--- src/rtl/arb2_pkg.sv ---
// -----------------------------------------------------------------------------
// arb2_pkg -- shared definitions for the two-channel arbiter (arb2_sel).
//
// Contents:
//   WIDTH_DEF : default data width of each channel and of the output word
//   state_t   : output-register occupancy (EMPTY / FULL)
//   ch_t      : channel index; the encoding matches the mux2 select
//               (CH_A1 = 0 selects input a, CH_A2 = 1 selects input b)
// -----------------------------------------------------------------------------
package arb2_pkg;

    localparam int WIDTH_DEF = 4;

    typedef enum logic {
        EMPTY = 1'b0,
        FULL  = 1'b1
    } state_t;

    typedef enum logic {
        CH_A1 = 1'b0,
        CH_A2 = 1'b1
    } ch_t;

endpackage : arb2_pkg

--- src/rtl/mux2.sv ---
// -----------------------------------------------------------------------------
// mux2 -- purely combinational two-input word multiplexer.
//
// Parameters:
//   WIDTH : data width
// Ports:
//   a  in  [WIDTH-1:0]  word selected when s = 0
//   b  in  [WIDTH-1:0]  word selected when s = 1
//   s  in  1            select
//   y  out [WIDTH-1:0]  selected word
// -----------------------------------------------------------------------------
module mux2 #(
    parameter int WIDTH = 4
) (
    input  logic [WIDTH-1:0] a,
    input  logic [WIDTH-1:0] b,
    input  logic             s,
    output logic [WIDTH-1:0] y
);

    assign y = s ? b : a;

endmodule : mux2

--- src/rtl/arb2_sel.sv ---
// -----------------------------------------------------------------------------
// arb2_sel -- two-channel arbiter feeding a one-entry output register.
//
// The winning channel's word is steered through mux2 and captured in y on the
// accepting clock edge; s records which channel that word came from. The
// register drains and reloads on the same edge, so one word per cycle is
// sustained while downstream keeps y_ready high.
//
// Configuration:
//   ARB2_RR_EN defined   : simultaneous requests resolved round-robin (the
//                          channel not granted last wins; a1 first after reset)
//   ARB2_RR_EN undefined : a1 always wins simultaneous requests; no pointer
//                          register exists
//
// Parameters:
//   WIDTH : data width of each channel and of y
// Ports:
//   clk       in   1        rising-edge clock
//   reset     in   1        asynchronous, active-high reset
//   a1        in   [WIDTH]  channel-1 data
//   a1_valid  in   1        channel-1 request
//   a1_ready  out  1        channel-1 grant/accept (combinational)
//   a2        in   [WIDTH]  channel-2 data
//   a2_valid  in   1        channel-2 request
//   a2_ready  out  1        channel-2 grant/accept (combinational)
//   s         out  1        source of the word in y (0 = a1, 1 = a2)
//   y         out  [WIDTH]  held word
//   y_valid   out  1        y holds data
//   y_ready   in   1        downstream accept
// -----------------------------------------------------------------------------
module arb2_sel
    import arb2_pkg::*;
#(
    parameter int WIDTH = WIDTH_DEF
) (
    input  logic             clk,
    input  logic             reset,
    input  logic [WIDTH-1:0] a1,
    input  logic             a1_valid,
    output logic             a1_ready,
    input  logic [WIDTH-1:0] a2,
    input  logic             a2_valid,
    output logic             a2_ready,
    output logic             s,
    output logic [WIDTH-1:0] y,
    output logic             y_valid,
    input  logic             y_ready
);

    state_t           state;
    state_t           state_next;
    ch_t              grant;
    ch_t              prio;
    ch_t              sel_q;
    logic [WIDTH-1:0] mux_y;
    logic [WIDTH-1:0] y_q;
    logic             load_ok;
    logic             take;

    // -------------------------------------------------------------------------
    // Priority source for simultaneous requests
    // -------------------------------------------------------------------------
`ifdef ARB2_RR_EN
    ch_t ptr;

    // The pointer names the channel that wins the next tie. It only moves on a
    // completed transfer, and always to the channel that was not just served.
    // NOTE: sequential state uses non-blocking (<=) so every register samples
    // the pre-edge values of its neighbours, independent of block ordering.
    always_ff @(posedge clk or posedge reset) begin
        if (reset) begin
            ptr <= CH_A1;
        end else if (take) begin
            if (grant == CH_A1) begin
                ptr <= CH_A2;
            end else begin
                ptr <= CH_A1;
            end
        end
    end

    assign prio = ptr;
`else
    assign prio = CH_A1;
`endif

    // -------------------------------------------------------------------------
    // Grant selection and steering
    // -------------------------------------------------------------------------
    // NOTE: every signal written in an always_comb gets a default first, so no
    // path leaves it unassigned and no latch is inferred.
    always_comb begin
        grant = CH_A1;
        if (a1_valid && a2_valid) begin
            grant = prio;
        end else if (a2_valid) begin
            grant = CH_A2;
        end
    end

    mux2 #(
        .WIDTH(WIDTH)
    ) u_mux2 (
        .a(a1),
        .b(a2),
        .s(grant == CH_A2),
        .y(mux_y)
    );

    // The register can take a word when empty, or when full and draining on
    // this edge. Reset is folded in so both readies stay low while it is held.
    assign load_ok  = (state == EMPTY) || y_ready;
    assign take     = !reset && load_ok && (a1_valid || a2_valid);
    assign a1_ready = take && (grant == CH_A1);
    assign a2_ready = take && (grant == CH_A2);

    // -------------------------------------------------------------------------
    // Occupancy FSM
    // -------------------------------------------------------------------------
    always_ff @(posedge clk or posedge reset) begin
        if (reset) begin
            state <= EMPTY;
        end else begin
            state <= state_next;
        end
    end

    always_comb begin
        state_next = state;
        case (state)
            EMPTY: begin
                if (take) begin
                    state_next = FULL;
                end
            end
            FULL: begin
                // Drain with a simultaneous reload keeps the register full.
                if (y_ready) begin
                    state_next = take ? FULL : EMPTY;
                end
            end
            default: state_next = EMPTY;
        endcase
    end

    // -------------------------------------------------------------------------
    // Output register: y and s change only on an accepted transfer, so a drain
    // without reload leaves the last word visible.
    // -------------------------------------------------------------------------
    always_ff @(posedge clk or posedge reset) begin
        if (reset) begin
            y_q   <= '0;
            sel_q <= CH_A1;
        end else if (take) begin
            y_q   <= mux_y;
            sel_q <= grant;
        end
    end

    assign y       = y_q;
    assign s       = (sel_q == CH_A2);
    assign y_valid = (state == FULL);

endmodule : arb2_sel

--- config.mk ---
export PLATFORM = sky130hd
export DESIGN_NAME = arb2_sel
export DESIGN_NICKNAME = d
export VERILOG_FILES = /design/src/rtl/arb2_pkg.sv /design/src/rtl/mux2.sv /design/src/rtl/arb2_sel.sv
export SDC_FILE = /design/constraint.sdc
export NUM_CORES = 1
export LEC_CHECK = 0
export CAP_MARGIN = 25
export CORE_AREA = 2 2 39 41
export CTS_CLUSTER_SIZE = 30
export DETAILED_ROUTE_END_ITERATION = 7
export DIE_AREA = 0 0 41 43
export GPL_TIMING_DRIVEN = 0
export PLACE_DENSITY = 0.68
export SETUP_SLACK_MARGIN = 0.4
export SYNTH_ARGS = -nofsm -noshare
export SYNTH_HDL_FRONTEND = slang
export SYNTH_HIERARCHICAL = 1
export SYNTH_SLANG_ARGS = --single-unit
--- constraint.sdc ---
create_clock -name clk -period 1.3 [get_ports clk]
set_input_delay 0.195 -clock clk [delete_from_list [all_inputs] [get_ports clk]]
set_output_delay 0.195 -clock clk [all_outputs]
set_load 0.02 [all_outputs]
==> summary.txt <==
Outcome
  • Result of the run: finished, violations left
  • Failing checks: negative setup slack

Worst setup path
  • Crit Path Class: flip-flop to output pin
  • Slowest cell delay on critical path: 0.41 ns
  • Worst path required time: approximately 1.1 ns
  • CP dominant cell by count: buf_6
  • Largest fanout on the critical path: 2
  • CP top delay family: flip-flops
  • Bufs and invs on worst path: 2
  • Worst Path Arrival: 1.16 ns
  • Crit-path slowest cell: dfrtp_2
  • CP Cell Sequence: a21oi_4 -> buf_6 -> nor2b_4 -> buf_6
  • Critical path capture point type: output pin
  • CP Launch Type: flip-flop

Floorplanning
  • Die ar.: about 0.0018 mm2
  • Std-Cell Rows: 14
  • Height of the chip: about 43 um
  • Io pins: 21
  • Total core area: 0.00138 mm2
  • Initial Util: 0.232
  • Die X-Extent: 41 um

Place
  • DP Cell Count: 60
  • HPWL Detailed: 574 um
  • Port bufs: 20
  • GPL Wtd Cong: 0.595
  • Placed Area: approximately 560 um2
  • Pre-CTS WS: -0.772 ns

Cells and area
  • Final Non-Filler Cells: 73
  • Synthesis-to-finish area growth: 118%
  • Diode count: 0
  • Final Cell Area: approximately 700 um2
  • Fill count: 125
  • Share of cells above drive strength 1: 0.667
  • Nets@finish: 71
  • Post-layout util: 0.506

Drt
  • DR iter-0 viols: 2
  • DRC: 0
  • Vias per inst: about 4.3
  • DR vias: 316
  • TritonRoute pass-1 iters: 2
  • Final wirelength: 862 um
  • Routed len/inst: roughly 12 um
  • Final ANT Viol Nets: 0

Yosys
  • Post-synth top cells: mux2_2 (9), dfrtp_1 (6), inv_1 (3)
  • Mapped cell area: 322 um2
  • Synth Register Bits: 6
  • Cells after Synth: 24
  • Main flop type after synthesis: dfrtp_1
  • Yosys cell types: 8
  • Largest cells by area after synthesis: dfrtp_1 (47%), mux2_2 (32%), o21bai_4 (5.8%)
  • Yosys top cell area share: 0.467
  • Post-synth EDFFs: 0
  • Most numerous cell in the Yosys netlist: mux2_2
  • Dominant cell type by area after synthesis: dfrtp_1
  • Syn Nets: 37
  • Post-synth ARST share: 1.00
  • Register area share after synthesis: 0.467
  • Syn avg cell area: 13.4 um2
  • Yosys warning count: 6

Power
  • Clock power frac: 0.251
  • Sequential Power Share: 0.328
  • Leak Pwr: 0.330 nW
  • Sw Share: 0.285
  • Logic pwr share: 0.421
  • Worst VDD drop: about 0.00046 V
  • Pwr/cell area: ~1100 mW/mm2
  • Switching power: 0.214 mW
  • Power Internal: 0.538 mW
  • Overall power: between 0.7 and 0.8 mW

STA
  • RSZ-0062 raised after global routing: true
  • Slew @ Worst Pin: ~0.23 ns
  • Slew Limit Fails: 0
  • Fin crit period: approximately 1.4 ns
  • Max-slew headroom: 0.850
  • Clock skew: 0.00281 ns
  • Final Hold Vio Count: 0
  • Setup ws final: -0.0519 ns
  • Worst hold slack: around 0.0034 ns
  • Final Cycle Share: 1.04
  • Final setup TNS: -0.0824 ns
  • Final setup vio count: 6
  • FMAX: about 740 MHz

Clock tree
  • Root buf cell: clkbuf_4
  • Worst-path clk slew: roughly 0.05 ns
  • Hold-fix buffers, CTS: 0
  • CTS Sinks: 6
  • Maximum clock path buffer count: 2
  • Worst-Skew Late Latency: approximately 0.25 ns
  • CTS Buf Count: 3
  • Clock H-tree levels: 1
  • CTS tree: done

Global routing
  • First-pass GRT wire length: ~1300 um
  • Initial antenna violation count: 0
  • Largest net degree at the start of global routing: 7
  • Total grt overflow: 0
  • Total GRT Usage: 0.117
  • Number of global-route vias before repair: ~320

Flow run
  • Max-cap violation count: 0

Min path
  • Worst hold path class: input port to asynchronous set/reset pin
==> cells in the final DEF, fill, tap and decap left out <==
master | netlist | final
buf_6 | 0 | 13
clkdlybuf4s50_1 | 0 | 8
mux2_4 | 0 | 5
dfrtp_1 | 6 | 5
buf_4 | 0 | 4
mux2_2 | 9 | 4
clkbuf_4 | 0 | 3
dlygate4sd2_1 | 0 | 3
inv_2 | 0 | 2
nor2b_4 | 0 | 2
o21bai_4 | 1 | 1
a21oi_4 | 1 | 1
and2_2 | 0 | 1
o21ai_2 | 0 | 1
inv_1 | 3 | 1
clkbuf_1 | 0 | 1
clkdlybuf4s15_1 | 0 | 1
dfrtp_2 | 0 | 1
==> power groups by stage <==
stage               clock network (mW)  logic, mW  registers [mW]
finish                           0.189      0.317           0.247
floorplan                            0     0.0721           0.283
global route                     0.204      0.338           0.250
CTS                              0.197      0.266           0.247
global placement                     0      0.236           0.243
detailed placement                   0      0.238           0.243
==> flip-flops by register name, summed over array words and instances, names as in the netlist <==
name,count
s,1
y_valid,1
y,4
==> final timing paths <==
check                             start  endpoint  slack (ns)  cells after the start
worst max-delay path            y_valid  a1_ready       -0.05                      4
min in group clk                y_ready   y_valid        0.31                      2
worst max register to register  y_valid      y[2]           0                      5
worst min register to register     y[3]      y[3]        0.54                      1
worst min-delay path              reset      y[1]       0.003                      2
max in group asynchronous         reset   y_valid        1.09                      2
==> worst reg2reg max path: cells and delay by family, from the launching register on <==
family | cells | cell delay (ns)
flops | 1 | 0.41
buf+inv | 3 | 0.33
mux | 1 | 0.30
compound gates | 1 | 0.14
==> area by class of cell <==
type | instances | area, um2 | share of cell area
timing repair buffer | 29 | 293 | 0.418
multi-input combinational | 15 | 199 | 0.284
sequential | 6 | 151 | 0.216
clock buffer | 4 | 26.3 | 0.0375
tap | 16 | 20.0 | 0.0286
inverter | 3 | 11.3 | 0.0161
==> routing by layer <==
layer / track usage / share of wire
met1: 0.111 / 0.39
met2: 0.175 / 0.45
met4: 0.100 / 0.020
met5: 0 / 0
met3: 0.0576 / 0.14
==> timing repair <==
action                                  CTS  global route
setup buffers                             5             4
endpoints found under the setup margin   13            14
pin swaps                                 1             1
gates resized for setup                  55            12
==> cell families after synthesis <==
kind of cell           synth area share
AO/OA/AOI/OAI                     0.125
AND/OR/NAND/NOR                  0.0584
multiplexers                      0.315
buffers and inverters            0.0350
flip-flops                        0.467
Note: power is estimated with default switching activity, not from simulation.
